===== src/rtl/subtractor64_unit_pkg.sv =====
// Shared constants for the registered Y86-64 subtractor.
package subtractor64_unit_pkg;
    localparam int SUB_WIDTH = 64;
    localparam int SUB_MSB   = SUB_WIDTH - 1;

    function automatic int msb_of(input int w);
        return w - 1;
    endfunction
endpackage


===== src/rtl/subtractor64_unit_full_subtractor_1bit.sv =====
// One bit of the ripple-borrow chain: difference bit and borrow-out.
module full_subtractor_1bit (
    input  logic x,
    input  logic y,
    input  logic bin,
    output logic d,
    output logic bout
);
    assign d    = x ^ y ^ bin;
    assign bout = (~x & y) | (~(x ^ y) & bin);
endmodule


===== src/rtl/subtractor64_unit.sv =====
// Registered a - b with signed overflow and unsigned borrow, 1-cycle latency.
module subtractor64_unit
    import subtractor64_unit_pkg::*;
#(
    parameter int WIDTH = SUB_WIDTH
) (
    input  logic             clk,
    input  logic             rst_n,
    input  logic             in_valid,
    input  logic [WIDTH-1:0] a,
    input  logic [WIDTH-1:0] b,
    output logic             out_valid,
    output logic [WIDTH-1:0] difference,
    output logic             overflow,
    output logic             borrow
);
    localparam int MSB = (WIDTH == SUB_WIDTH) ? SUB_MSB : msb_of(WIDTH);

    logic [WIDTH:0]   bchain;
    logic [WIDTH-1:0] diff_c;
    logic             ovf_c;

    assign bchain[0] = 1'b0;

    for (genvar i = 0; i < WIDTH; i++) begin : g_bit
        full_subtractor_1bit u_fs (
            .x    (a[i]),
            .y    (b[i]),
            .bin  (bchain[i]),
            .d    (diff_c[i]),
            .bout (bchain[i+1])
        );
    end

    // Signed overflow: operands of differing sign and result sign flipped away from a.
    assign ovf_c = (a[MSB] != b[MSB]) && (diff_c[MSB] != a[MSB]);

    always_ff @(posedge clk or negedge rst_n) begin
        if (!rst_n) begin
            out_valid  <= 1'b0;
            difference <= '0;
            overflow   <= 1'b0;
            borrow     <= 1'b0;
        end else begin
            out_valid <= in_valid;
            if (in_valid) begin
                difference <= diff_c;
                overflow   <= ovf_c;
                borrow     <= bchain[WIDTH];
            end
        end
    end
endmodule


===== config.mk =====
export PLATFORM = sky130hd
export DESIGN_NAME = subtractor64_unit
export DESIGN_NICKNAME = d
export VERILOG_FILES = /design/src/rtl/subtractor64_unit_pkg.sv /design/src/rtl/subtractor64_unit_full_subtractor_1bit.sv /design/src/rtl/subtractor64_unit.sv
export SDC_FILE = /design/constraint.sdc
export NUM_CORES = 1
export LEC_CHECK = 0
export ABC_AREA = 1
export ABC_CLOCK_PERIOD_IN_PS = 800
export BUFFER_PORTS_ARGS = -buffer_cell sky130_fd_sc_hd__buf_2
export CAP_MARGIN = 15
export CORE_AREA = 2 2 102 104
export DETAILED_ROUTE_END_ITERATION = 10
export DIE_AREA = 0 0 104 106
export GPL_TIMING_DRIVEN = 0
export PLACE_DENSITY = 0.78
export REMOVE_ABC_BUFFERS = 1
export SLEW_MARGIN = 10
export SYNTH_ARGS = -nofsm -noshare
export SYNTH_HDL_FRONTEND = slang
export SYNTH_SLANG_ARGS = --single-unit

===== constraint.sdc =====
create_clock -name clk -period 0.8 [get_ports clk]
set_input_delay 0.12 -clock clk [delete_from_list [all_inputs] [get_ports clk]]
set_output_delay 0.12 -clock clk [all_outputs]
set_load 0.005 [all_outputs]

==> metrics.csv, run 1 <==
metric;value;unit
status;finished with violations;
failing checks;negative hold slack, negative setup slack;
H-tree lvl count;3;
class of the worst hold path;input pin to async pin;
Mapped Area;4090;um^2
Post-Synth XOR/XNOR Area;0;
vias in the first global route;3433;
Die Ht;106;um
kind of critical path;input pin to register;
crit-path max cell delay;440;ps
cell count after synthesis;350;
Pint;0.00787;W
endpoints failing setup;131;
CP startpoint kind;input pin;
CP Max Fanout;2;
area of the multi-input gates;2230;um^2
initial antenna violation count;0;
Starting DRT DRC Count;103;
fin cells;724;
IO Count;198;
Clock Latency Late Sink;340;ps
CP endpoint kind;register;
CTS clk-pin slew, worst paths;80;ps
sequential share of power;0.387;
routing usage on met3;0.0448;
full die area;11000;um^2
largest family of logic cells by synthesized area;adder cells;
design area;5920;um^2
clock share of power;0.285;
Final Critical Period;22650;ps
total gr overflow;0;
total power;0.0112;W
layout cells sized above 1;0.628;
CP Data Arrival Time;22880;ps
RSZ-0062 raised after global routing;yes;
Worst EP required;1030;ps
most common cell after layout, fill and taps aside;buf_2;
largest net degree at the start of global routing;75;
Clock Root Buffer;clkbuf_8;
Compound-Gate Fraction of Synth Area;0.0979;
Clock Path Buffers;2;
mean post-synth cell area;11.7;um^2
Yosys warnings;0;
Site Rows;37;
placed cells;671;
routed length per instance;13.7;um
ANT nets after route;0;
1st-pass router iterations;4;
Sw Ratio;0.296;
Distinct cells, synth;16;
CTS tree;built;
Setup Skew;0;ps
Fillers;853;
input/output buffers;197;
power per cell area;1890;nW/um^2
net switching power figure;0.00331;W
top achievable clock speed;0.0442;GHz
final wirelength;9950;um
vias per inst;4.46;
most utilized layer in the global route result;met2;
first-pass GRT wire length;15500;um
post-DP HPWL;7210;um
max cap viols;0;
area grow syn2layout;44.9;%
met2 GRT Util;0.316;
DR DRC count;0;
Starting Density;0.409;
routed via count;3232;
final setup TNS;-735630;ps
# hold bufs at CTS;1;
Worst path most repeated cell;fa_2;
final hold slack;-291;ps
max_slew headroom;0.725;
Comb pwr share;0.327;
CP max-delay cell;fa_2;
post-synthesis mux area share;0;
Final Slew Violations;0;
Seq. cell area;1680;um^2
Worst-Margin Slew;413;ps
post-synthesis sequential area ratio;0.410;
aggregate global-route resource usage;0.178;
CTS buffer count;9;
most frequent cells in the layout;buf_2 (194), dfrtp_1 (67), nand2_1 (65), inv_1 (64), fa_2 (63);
Placer Congestion;0.757;
Core ar.;10000;um^2
antenna diode count;0;
Placed Area;5100;um^2
Pleak;3.03;nW
Synth Register Bits;67;
Worst Slack Setup Final;-21850;ps
Die X;104;um
Synth Area in Adders;0.315;
period utilization;28.3;
Peak VDD IR;0.830;mV
met1 Usage GRT;0.207;
Layout Nets;779;
Simple-Gate Fraction of Synth Area;0.0680;
Fin. Hold Viols;30;
CTS Sinks;67;
-- worst max-delay path, delay by kind of cell --
kind                     cells  cell delay (ps)
adder cells (fa/ha/maj)     64            22330
buffers and inverters        4              230
AND/OR/NAND/NOR              3              180
-- cells by family after synthesis --
kind of cell,count (synthesis)
compound gates,65
fa+ha+maj,65
buf+inv,82
flops,67
simple gates,71
-- final cells by class --
type | count | share of cell area
Multi-Input combinational cell | 201 | 0.377
Sequential cell | 67 | 0.283
Timing Repair Buffer | 235 | 0.226
Inverter | 68 | 0.0456
Clock inverter | 5 | 0.0127
Timing Repair inverter | 1 | 0.00148
Tap cell | 136 | 0.0287
Clock buffer | 11 | 0.0256
-- metrics by stage --
step	util	worst slack, ps
global route	0.592	-22330
CTS	0.567	-21990
floorplan	-	-23890
global placement	0.505	-25020
finish	0.592	-21850
detailed placement	0.511	-25290
-- layer usage --
metal,part of all wire,vias to the layer above
met5,0,-
met4,0.019,0
met3,0.064,16
met2,0.53,128
met1,0.38,1567
li1,-,1521
-- worst paths after layout --
path                       depth (start not counted)             end           start  slack [ps]
hold / removal                                     1  difference[18]           rst_n        -290
max in group asynchronous                          2  difference[38]           rst_n         550
setup / recovery                                  71        overflow            a[0]      -21850
min in group clk                                   3   difference[0]            b[0]          50
hold reg to reg                                    2          borrow          borrow         480
setup reg to reg                                   4  difference[60]  difference[60]        -110
-- timing repair --
| action | in CTS | in global routing |
|---|---|---|
| setup endpoints to repair | 133 | 133 |
| setup buffers | 15 | 19 |
| gates resized for setup | 113 | 21 |
| hold endpoints to repair | 31 | 30 |
| pin swaps | 68 | 5 |
| gates cloned | 0 | 2 |
-- registers in the layout, summed over array words and instances (netlist names) --
| name | count |
|---|---|
| out_valid | 1 |
| borrow | 1 |
| overflow | 1 |
| difference | 64 |
-- power by group through the flow --
stage / Sequential, W / Combinational [W] / Clock, W
3_5_place_dp: 0.00439 / 0.00279 / 0
3_3_place_gp: 0.00437 / 0.00265 / 0
5_1_grt: 0.00440 / 0.00410 / 0.00340
4_1_cts: 0.00432 / 0.00326 / 0.00331
2_1_floorplan: 0.00444 / 0.00124 / 0
6_report: 0.00433 / 0.00366 / 0.00319
-- cells in the mapped netlist --
| cell | n | area (um^2) |
|---|---|---|
| nand2_1 | 65 | 244 |
| inv_2 | 1 | 3.75 |
| fa_1 | 63 | 1260 |
| clkbuf_1 | 4 | 15.0 |
| o21ai_2 | 20 | 175 |
| buf_6 | 1 | 11.3 |
| dfrtp_1 | 67 | 1680 |
| inv_1 | 67 | 251 |
| nand2_2 | 4 | 25.0 |
| ha_1 | 2 | 25.0 |
| nor2_1 | 1 | 3.75 |
| buf_12 | 8 | 160 |
| o21ai_1 | 11 | 55.1 |
| nand3_1 | 1 | 5.00 |
| clkbuf_2 | 1 | 5.00 |
| o21ai_0 | 34 | 170 |
(Power assumes the default switching activity.)
==> run 2, diff against run 1 <==
- RECOVER_POWER: default -> 25
==> metrics.csv, run 2 (synthesis results as in run 1) <==
metric;value;unit
max_slew headroom;0.464;
IO Count;198;
# hold bufs at CTS;1;
ANT nets after route;0;
Layout Nets;779;
total gr overflow;0;
crit-path max cell delay;440;ps
CP startpoint kind;input pin;
most common cell after layout, fill and taps aside;buf_2;
CTS buffer count;9;
post-DP HPWL;7210;um
CP endpoint kind;register;
Largest Register;difference;
CP max-delay cell;fa_2;
vias per inst;4.47;
layout cells sized above 1;0.628;
Worst path most repeated cell;fa_2;
top achievable clock speed;0.0442;GHz
CTS tree;built;
antenna diode count;0;
routed via count;3239;
Starting DRT DRC Count;101;
failing checks;negative hold slack, negative setup slack;
Worst-Margin Slew;805;ps
period utilization;28.3;
Final Slew Violations;0;
H-tree lvl count;3;
Worst Slack Setup Final;-21850;ps
Starting Density;0.409;
Site Rows;37;
Setup Skew;0;ps
final hold slack;-140;ps
most frequent cells in the layout;buf_2 (194), dfrtp_1 (67), nand2_1 (65), inv_1 (64), fa_2 (63);
area of the multi-input gates;2230;um^2
full die area;11000;um^2
initial antenna violation count;0;
status;finished with violations;
Fillers;853;
kind of critical path;input pin to register;
Clock Root Buffer;clkbuf_8;
Fin. Hold Viols;30;
CTS Sinks;67;
Pleak;3.03;nW
final core occ;0.592;
Worst EP required;1030;ps
endpoints failing setup;131;
Seq. cell area;1680;um^2
Clock Latency Late Sink;340;ps
input/output buffers;197;
1st-pass router iterations;4;
Placer Congestion;0.757;
Core ar.;10000;um^2
Peak VDD IR;0.830;mV
DR DRC count;0;
max FFs per register;64;
Die Ht;106;um
RSZ-0062 raised after global routing;yes;
max cap viols;0;
first-pass GRT wire length;15500;um
CP Max Fanout;2;
class of the worst hold path;input pin to async pin;
Die X;104;um
largest net degree at the start of global routing;75;
routed length per instance;13.7;um
CP Data Arrival Time;22880;ps
area grow syn2layout;44.8;%
Final Critical Period;22650;ps
CTS clk-pin slew, worst paths;80;ps
power per cell area;1890;nW/um^2
final wirelength;9940;um
vias in the first global route;3433;
aggregate global-route resource usage;0.178;
Clock Path Buffers;2;
[run 2: worst max-delay path: cells and delay by family]
family,cells,cell delay (ps)
buf+inv,4,230
fa+ha+maj,64,22330
simple gates,3,180
[run 2: report_power, final]
| group | internal, W | switching, W | total (W) |
|---|---|---|---|
| combinational | 0.00196 | 0.00170 | 0.00366 |
| clock | 0.00191 | 0.00128 | 0.00319 |
| sequential | 0.00400 | 0.000331 | 0.00433 |
[run 2: worst paths after layout]
check,cells after the start,slack [ps],to,startpoint
hold / removal,1,-140,difference[18],rst_n
setup reg to reg,4,-110,difference[60],difference[60]
min in group clk,3,50,difference[0],b[0]
max in group asynchronous,2,270,difference[38],rst_n
setup / recovery,71,-21850,overflow,a[0]
hold reg to reg,2,480,borrow,borrow
[run 2: final cells by class]
| cell class | instances | area share |
|---|---|---|
| tap | 136 | 0.0287 |
| timing repair buffer | 235 | 0.226 |
| timing repair inverter | 1 | 0.00148 |
| multi-input combinational | 201 | 0.377 |
| sequential | 67 | 0.283 |
| inverter | 68 | 0.0456 |
| clock buffer | 11 | 0.0256 |
| clock inverter | 5 | 0.0127 |
[run 2: per-layer routing]
| layer | track usage | wire, um | up-vias |
|---|---|---|---|
| met5 | 0 | 0 | - |
| met4 | 0.0734 | 187 | 0 |
| met3 | 0.0448 | 652 | 16 |
| met2 | 0.316 | 5320 | 134 |
| met1 | 0.207 | 3780 | 1568 |
| li1 | - | - | 1521 |
[run 2: repair_timing]
| item | 4_1_cts | 5_1_grt |
|---|---|---|
| endpoints found under the setup margin | 133 | 133 |
| hold endpoints to repair | 31 | 30 |
| pin swaps | 68 | 5 |
| gates cloned | 0 | 2 |
| setup buffers | 15 | 19 |
| resized for setup | 113 | 21 |
[run 2: per-stage QoR]
| stage | worst slack (ps) | cells | setup TNS [ps] | cell area [um^2] | total power [W] |
|---|---|---|---|---|---|
| after floorplan | -23890 | 336 | -806260 | 3900 | 0.00568 |
| after global placement | -25020 | 669 | -897170 | 5050 | 0.00702 |
| after detailed placement | -25290 | 671 | -853540 | 5100 | 0.00718 |
| after CTS | -21990 | 703 | -741840 | 5670 | 0.0109 |
| after global routing | -22330 | 724 | -753900 | 5920 | 0.0119 |
| final | -21850 | 724 | -735630 | 5920 | 0.0112 |
